## src/rtl/ppu_spr_pipe.sv

```systemverilog
// Sprite evaluation (OAM scan + CHR fetch into a shadow slot bank) and per-pixel sprite render.
// Optional 8x16 sprite support is compiled in when SPR_8X16_EN is defined.
module ppu_spr_pipe #(
   parameter int NUM_SLOTS   = 8,
   parameter int OAM_ENTRIES = 64
) (
   input  logic        PPU_SLOW_CLOCK,
   input  logic        RST,
   input  logic        LINE_START,
   input  logic [7:0]  EVAL_Y,
   input  logic        RENDER_EN,
   input  logic        SPR_BASE,
   input  logic        TALL,
   input  logic        CLR_FLAGS,
   input  logic [7:0]  PIXEL_X,
   output logic [7:0]  OAM_ADDR,
   input  logic [7:0]  OAM_RDATA,
   output logic [12:0] CHR_ADDR,
   input  logic [7:0]  CHR_RDATA,
   output logic [3:0]  SPR_PIX,
   output logic        SPR_OPAQUE,
   output logic        SPR_BEHIND,
   output logic        SPR_ZERO,
   output logic        SPR_ZERO_HIT,
   output logic        OVERFLOW,
   output logic        EVAL_BUSY
);

   localparam logic [4:0] SLOTS_FULL = 5'(NUM_SLOTS);
   localparam logic [5:0] LAST_ENTRY = 6'(OAM_ENTRIES - 1);

   typedef enum logic [3:0] {
      S_IDLE,
      S_Y,
      S_CHK,
      S_IDX,
      S_ATTR,
      S_X,
      S_LO,
      S_HI,
      S_DONE
   } state_t;

   state_t      state_q, state_d;
   logic [5:0]  n_q, n_d;
   logic [4:0]  cnt_q, cnt_d;
   logic        slot_we;
   logic        ovf_set;

   logic [7:0]  eval_y_q;
   logic [7:0]  idx_q;
   logic [4:0]  attr_q;
   logic [7:0]  x_q;
   logic [7:0]  lo_q;
   logic [3:0]  row_q;
   logic [7:0]  row_chk;
   logic [7:0]  height;
   logic [3:0]  h_m1;
   logic [3:0]  r_fetch;
   logic [12:0] chr_lo_addr;

   logic [7:0]  sh_lo   [NUM_SLOTS];
   logic [7:0]  sh_hi   [NUM_SLOTS];
   logic [7:0]  sh_x    [NUM_SLOTS];
   logic [2:0]  sh_attr [NUM_SLOTS];
   logic [NUM_SLOTS-1:0] sh_zero;
   logic [NUM_SLOTS-1:0] sh_vld;

   logic [7:0]  ac_lo   [NUM_SLOTS];
   logic [7:0]  ac_hi   [NUM_SLOTS];
   logic [7:0]  ac_x    [NUM_SLOTS];
   logic [2:0]  ac_attr [NUM_SLOTS];
   logic [NUM_SLOTS-1:0] ac_zero;
   logic [NUM_SLOTS-1:0] ac_vld;

   logic [NUM_SLOTS-1:0] slot_sel;

   logic        vld_p0, behind_p0, zero_p0;
   logic [3:0]  pix_p0;
   logic        vld_p1, behind_p1, zero_p1;
   logic [3:0]  pix_p1;
   logic [7:0]  col;
   logic [1:0]  colour;

   function automatic logic [7:0] hflip_bits(input logic [7:0] v, input logic flip);
      logic [7:0] rev;
      for (int i = 0; i < 8; i++) begin
         rev[i] = v[7-i];
      end
      return flip ? rev : v;
   endfunction

`ifdef SPR_8X16_EN
   logic tall_q;

   always_ff @(posedge PPU_SLOW_CLOCK) begin
      if (LINE_START) begin
         tall_q <= TALL;
      end
   end

   assign height = tall_q ? 8'd16 : 8'd8;
   assign h_m1   = tall_q ? 4'd15 : 4'd7;

   always_comb begin
      r_fetch = attr_q[4] ? (h_m1 - row_q) : row_q;
      if (tall_q) begin
         chr_lo_addr = {idx_q[0], idx_q[7:1], r_fetch[3], 1'b0, r_fetch[2:0]};
      end else begin
         chr_lo_addr = {SPR_BASE, idx_q, 1'b0, r_fetch[2:0]};
      end
   end
`else
   logic unused_cfg;

   assign height     = 8'd8;
   assign h_m1       = 4'd7;
   assign unused_cfg = ^{TALL, r_fetch[3]};

   always_comb begin
      r_fetch     = attr_q[4] ? (h_m1 - row_q) : row_q;
      chr_lo_addr = {SPR_BASE, idx_q, 1'b0, r_fetch[2:0]};
   end
`endif

   always_comb begin
      for (int s = 0; s < NUM_SLOTS; s++) begin
         slot_sel[s] = (cnt_q == 5'(s));
      end
   end

   always_comb begin
      state_d  = state_q;
      n_d      = n_q;
      cnt_d    = cnt_q;
      slot_we  = 1'b0;
      ovf_set  = 1'b0;
      OAM_ADDR = 8'h00;
      CHR_ADDR = 13'h0000;
      row_chk  = eval_y_q - OAM_RDATA;
      case (state_q)
         S_Y: begin
            OAM_ADDR = {n_q, 2'd0};
            state_d  = S_CHK;
         end
         S_CHK: begin
            OAM_ADDR = {n_q, 2'd1};
            if ((row_chk < height) && (OAM_RDATA < 8'hEF)) begin
               if (cnt_q == SLOTS_FULL) begin
                  ovf_set = 1'b1;
                  state_d = S_DONE;
               end else begin
                  state_d = S_IDX;
               end
            end else if (n_q == LAST_ENTRY) begin
               state_d = S_DONE;
            end else begin
               n_d     = n_q + 6'd1;
               state_d = S_Y;
            end
         end
         S_IDX: begin
            OAM_ADDR = {n_q, 2'd2};
            state_d  = S_ATTR;
         end
         S_ATTR: begin
            OAM_ADDR = {n_q, 2'd3};
            state_d  = S_X;
         end
         S_X: begin
            CHR_ADDR = chr_lo_addr;
            state_d  = S_LO;
         end
         S_LO: begin
            CHR_ADDR = chr_lo_addr | 13'h0008;
            state_d  = S_HI;
         end
         S_HI: begin
            slot_we = 1'b1;
            cnt_d   = cnt_q + 5'd1;
            if (n_q == LAST_ENTRY) begin
               state_d = S_DONE;
            end else begin
               n_d     = n_q + 6'd1;
               state_d = S_Y;
            end
         end
         default: ;
      endcase
      // A new line pre-empts whatever the scan was doing; an unfinished slot is dropped.
      if (LINE_START) begin
         slot_we = 1'b0;
         ovf_set = 1'b0;
         n_d     = 6'd0;
         cnt_d   = 5'd0;
         state_d = RENDER_EN ? S_Y : S_IDLE;
      end
   end

   assign EVAL_BUSY = (state_q != S_IDLE) && (state_q != S_DONE);

   always_ff @(posedge PPU_SLOW_CLOCK or posedge RST) begin
      if (RST) begin
         state_q      <= S_IDLE;
         n_q          <= 6'd0;
         cnt_q        <= 5'd0;
         sh_vld       <= '0;
         ac_vld       <= '0;
         OVERFLOW     <= 1'b0;
         SPR_ZERO_HIT <= 1'b0;
      end else begin
         state_q <= state_d;
         n_q     <= n_d;
         cnt_q   <= cnt_d;
         if (LINE_START) begin
            ac_vld <= RENDER_EN ? sh_vld : '0;
            sh_vld <= '0;
         end else if (slot_we) begin
            sh_vld <= sh_vld | slot_sel;
         end
         if (ovf_set) begin
            OVERFLOW <= 1'b1;
         end else if (CLR_FLAGS) begin
            OVERFLOW <= 1'b0;
         end
         if (zero_p1 && vld_p1) begin
            SPR_ZERO_HIT <= 1'b1;
         end else if (CLR_FLAGS) begin
            SPR_ZERO_HIT <= 1'b0;
         end
      end
   end

   always_ff @(posedge PPU_SLOW_CLOCK) begin
      if (LINE_START) begin
         eval_y_q <= EVAL_Y;
      end
      if (state_q == S_CHK) begin
         row_q <= row_chk[3:0];
      end
      if (state_q == S_IDX) begin
         idx_q <= OAM_RDATA;
      end
      if (state_q == S_ATTR) begin
         attr_q <= {OAM_RDATA[7:5], OAM_RDATA[1:0]};
      end
      if (state_q == S_X) begin
         x_q <= OAM_RDATA;
      end
      if (state_q == S_LO) begin
         lo_q <= CHR_RDATA;
      end
      for (int s = 0; s < NUM_SLOTS; s++) begin
         if (LINE_START) begin
            ac_lo[s]   <= sh_lo[s];
            ac_hi[s]   <= sh_hi[s];
            ac_x[s]    <= sh_x[s];
            ac_attr[s] <= sh_attr[s];
            ac_zero[s] <= sh_zero[s];
         end
         if (slot_we && slot_sel[s]) begin
            sh_lo[s]   <= hflip_bits(lo_q, attr_q[3]);
            sh_hi[s]   <= hflip_bits(CHR_RDATA, attr_q[3]);
            sh_x[s]    <= x_q;
            sh_attr[s] <= attr_q[2:0];
            sh_zero[s] <= (n_q == 6'd0);
         end
      end
   end

   // p0: combinational slot match; the lowest opaque slot wins.
   always_comb begin
      vld_p0    = 1'b0;
      pix_p0    = 4'h0;
      behind_p0 = 1'b0;
      zero_p0   = 1'b0;
      col       = 8'h00;
      colour    = 2'b00;
      for (int s = NUM_SLOTS - 1; s >= 0; s--) begin
         col    = PIXEL_X - ac_x[s];
         colour = {ac_hi[s][~col[2:0]], ac_lo[s][~col[2:0]]};
         if (ac_vld[s] && (col < 8'd8) && (colour != 2'b00)) begin
            vld_p0    = 1'b1;
            pix_p0    = {ac_attr[s][1:0], colour};
            behind_p0 = ac_attr[s][2];
            zero_p0   = ac_zero[s];
         end
      end
   end

   // p1: registered pixel outputs.
   always_ff @(posedge PPU_SLOW_CLOCK or posedge RST) begin
      if (RST) begin
         vld_p1    <= 1'b0;
         pix_p1    <= 4'h0;
         behind_p1 <= 1'b0;
         zero_p1   <= 1'b0;
      end else begin
         vld_p1    <= vld_p0;
         pix_p1    <= pix_p0;
         behind_p1 <= behind_p0;
         zero_p1   <= zero_p0;
      end
   end

   assign SPR_PIX    = pix_p1;
   assign SPR_OPAQUE = vld_p1;
   assign SPR_BEHIND = behind_p1;
   assign SPR_ZERO   = zero_p1;

endmodule

```

## config.mk

```make
export PLATFORM = sky130hd
export DESIGN_NAME = ppu_spr_pipe
export DESIGN_NICKNAME = d
export VERILOG_FILES = /design/src/rtl/ppu_spr_pipe.sv
export SDC_FILE = /design/constraint.sdc
export NUM_CORES = 1
export LEC_CHECK = 0
export BUFFER_PORTS_ARGS = -buffer_cell sky130_fd_sc_hd__buf_2
export CAP_MARGIN = 25
export CORE_MARGIN = 3
export CORE_UTILIZATION = 55
export DETAILED_ROUTE_END_ITERATION = 7
export MAX_ROUTING_LAYER = met4
export PLACE_DENSITY = 0.72
export REMOVE_ABC_BUFFERS = 1
export SKIP_CTS_REPAIR_TIMING = 1
export SYNTH_ARGS = -nofsm -noshare
export SYNTH_HDL_FRONTEND = slang
export SYNTH_SLANG_ARGS = --single-unit
```

## constraint.sdc

```tcl
create_clock -name PPU_SLOW_CLOCK -period 3.9 [get_ports PPU_SLOW_CLOCK]
set_input_delay 0.195 -clock PPU_SLOW_CLOCK [delete_from_list [all_inputs] [get_ports PPU_SLOW_CLOCK]]
set_output_delay 0.195 -clock PPU_SLOW_CLOCK [all_outputs]
set_load 0.02 [all_outputs]
```

==> impl_metrics.py <==
metrics = {
    "sta": {
        "setup_slack_ps": 596,
        "fin_skew_ps": 21.5,
        "hold_viol": 0,
        "setup_viol": 0,
        "period_minus_slack_ps": 3300,
        "slew_headroom_pct": 37.7,
        "rsz0062_at_grt": "no",
        "post-route-period-util_pct": 84.7,
        "tns_ps": 0,
        "fmax_mhz": 303,
        "report.final.slew_viol_count": 0,
        "max_slew.worst_pin.slew_ps": 926,
        "holdWs_ps": 13.0,
    },
    "cts": {
        "cts_made_buffers": 50,
        "clock_path_buffers": 3,
        "cts-root-buf": "clkbuf_16",
        "cts.sinks": 528,
        "ctsHtreeMaxLevel": 2,
        "clk_pin_slew_worst_paths_ps": 60,
        "clk_latency_ps": 570,
        "cts_tree": "yes",
    },
    "yosys": {
        "synth_cells": 1278,
        "ys_ff_latch": 528,
        "netlist_area_mm2": 0.0212,
        "synth_ff_type": "edfxtp_1",
        "synth_edf_count": 488,
        "synth.avg_cell_area_um2": 16.6,
        "yosysSeqAreaShare_pct": 73.8,
        "synth.distinct_cells": 75,
        "ys_warn_count": 0,
        "async_reset_ff_share_pct": 7.58,
    },
    "finish": {
        "drive_gt1_share_pct": 16.3,
        "nets": 1540,
        "stdcell_count": 1976,
        "final_common_cell": "edfxtp_1",
        "mostFrequentLayoutCells": "edfxtp_1 (488), inv_1 (109), nor2_1 (74)",
        "syn2layout_area_growth_pct": 13.9,
        "final_util_pct": 63.9,
    },
    "drt": {
        "drc": 0,
        "drt_iter0_markers": 864,
        "vias": 11000,
        "routedWlPerCell_um": 20.9,
        "drt-pass1-iter-count": 5,
        "drt_wl_total_um": 41300,
        "vias_per_cell": 5.56,
        "antenna_left": 0,
    },
    "floorplan": {
        "num_rows": 71,
        "die_y_um": 202,
        "core_area_mm2": 0.0378,
        "die_area_mm2": 0.0410,
        "io_pins": 70,
        "die_w_um": 202,
        "start_util_pct": 56.1,
    },
    "placement": {
        "hpwl_um": 27000,
        "place_inst": 1854,
        "numPortBuffers": 68,
        "place.gp.congestion": 0.848,
        "place_ws_ps": 203,
    },
    "setup_path": {
        "cp-start-kind": "flip-flop",
        "path_max_fanout": 12,
        "cp_slowest_cell": "fa_1",
        "worst-path-buf-inv": 2,
        "required_ps": 4380,
        "crit_chain": "ha_1 -> inv_1 -> fa_1 -> nor3_1 -> a21oi_1 -> o311ai_1 -> or3_1 -> nor4_1 -> buf_4 -> and2_1 -> and3_1 -> o21ai_0 -> a31oi_1",
        "worst_path_largest_cell_delay_ps": 750,
        "crit_type": "flip-flop to flip-flop",
        "cp.arrival_ps": 3780,
        "path_delay_family": "simple AND/OR/NAND/NOR gates",
        "cp-end-kind": "flip-flop",
    },
    "global_routing": {
        "grt_max_degree": 156,
        "grt_pass1_wl_um": 62300,
        "antenna_found_initial": 4,
        "grt_pass1_vias": 11100,
        "grt_usage_pct": 20.8,
        "grt_overflow": 0,
    },
    "power_and_ir_drop": {
        "leakage_nw": 8.89,
        "ir_drop_mv": 0.433,
        "p_per_area_mw_per_mm2": 490,
    },
    "flow_run": {
        "cap_viol_max_count": 0,
    },
    "run_status": {
        "status": "finished clean",
    },
    "worst_hold_path": {
        "hp-class": "primary input to flip-flop",
    },
}
==> Yosys cell counts (all sizes together), types with 20 or more instances <==
master,number,area share [%]
a21oi,44,1.1
and2,20,0.59
dfrtp,40,4.7
edfxtp,488,69
ha,70,4.1
inv,110,1.9
mux2,23,1.2
mux2i,25,1.2
mux4,32,3.4
nand2,39,0.69
nor2,82,1.5
o21ai,36,0.85
xnor2,23,0.95
xor2,24,0.99
==> metal layers <==
metal | vias up | share of wire [%] | global-route usage [%]
li1 | 5125 | - | -
met1 | 5457 | 41 | 27.2
met3 | 94 | 5.7 | 3.01
met4 | 0 | 3.4 | 7.32
met5 | - | 0 | -
met2 | 313 | 50 | 33.9
==> cell type report <==
cell class / count / area [µm²]
Antenna cell: 1 / 2.50
Clock buffer: 61 / 1310
Clock inverter: 33 / 307
Fill cell: 2692 / 13700
Inverter: 110 / 413
Multi-Input combinational cell: 619 / 5080
Sequential cell: 528 / 15700
Tap cell: 511 / 639
Timing Repair Buffer: 113 / 776
==> power breakdown <==
part           switching (mW)  internal [mW]  total (mW)
logic                   0.471          0.315       0.786
clock network            2.02           2.74        4.76
registers              0.0417           6.25        6.29
total                    2.53           9.31        11.8
==> worst register-to-register path: stages (launching register included) <==
cell and delay [ps]:
edfxtp_1 370, ha_1 150, inv_1 50, fa_1 750, nor3_1 120, a21oi_1 230, o311ai_1 130, or3_1 320
nor4_1 280, buf_4 180, and2_1 180, and3_1 170, o21ai_0 120, a31oi_1 180
==> final timing paths <==
check	startpoint	end	cells after the start	slack, ps
max	ac_x[1][24]	SPR_BEHIND	13	600
min in group asynchronous	RST	ac_vld[3]	3	70
max in group asynchronous	RST	OVERFLOW	4	3400
min	RENDER_EN	ac_vld[3]	3	10
max reg2reg	ac_x[1][24]	SPR_BEHIND	13	600
min reg2reg	sh_x[0][19]	ac_x[0][19]	0	400
==> cells by family after synthesis <==
kind of cell    Yosys count  share of synthesized area, %
xor+xnor                 47                          1.94
buf+inv                 131                          2.42
mux                      80                          5.79
simple gates            244                          5.89
fa+ha+maj                79                          4.98
flops                   528                          73.8
compound gates          169                          5.23
==> registers in the layout, indices dropped and copies added, names as in the netlist, 3 cells and up <==
signal / cells
ac_hi: 64
ac_lo: 64
ac_x: 64
sh_hi: 64
sh_lo: 64
sh_x: 64
ac_attr: 24
sh_attr: 24
ac_vld: 8
ac_zero: 8
eval_y_q: 8
idx_q: 8
lo_q: 8
sh_vld: 8
sh_zero: 8
x_q: 8
n_q: 6
attr_q: 5
cnt_q: 5
SPR_PIX: 4
state_q: 4
row_q: 3
==> stage by stage <==
stage | total power [mW] | instance area (µm²)
floorplan | 6.87 | 21100
global placement | 7.15 | 22300
detailed placement | 7.18 | 22300
CTS | 11.9 | 23900
global route | 12.2 | 24200
finish | 11.8 | 24200
Power figures use the tool's default switching activity.
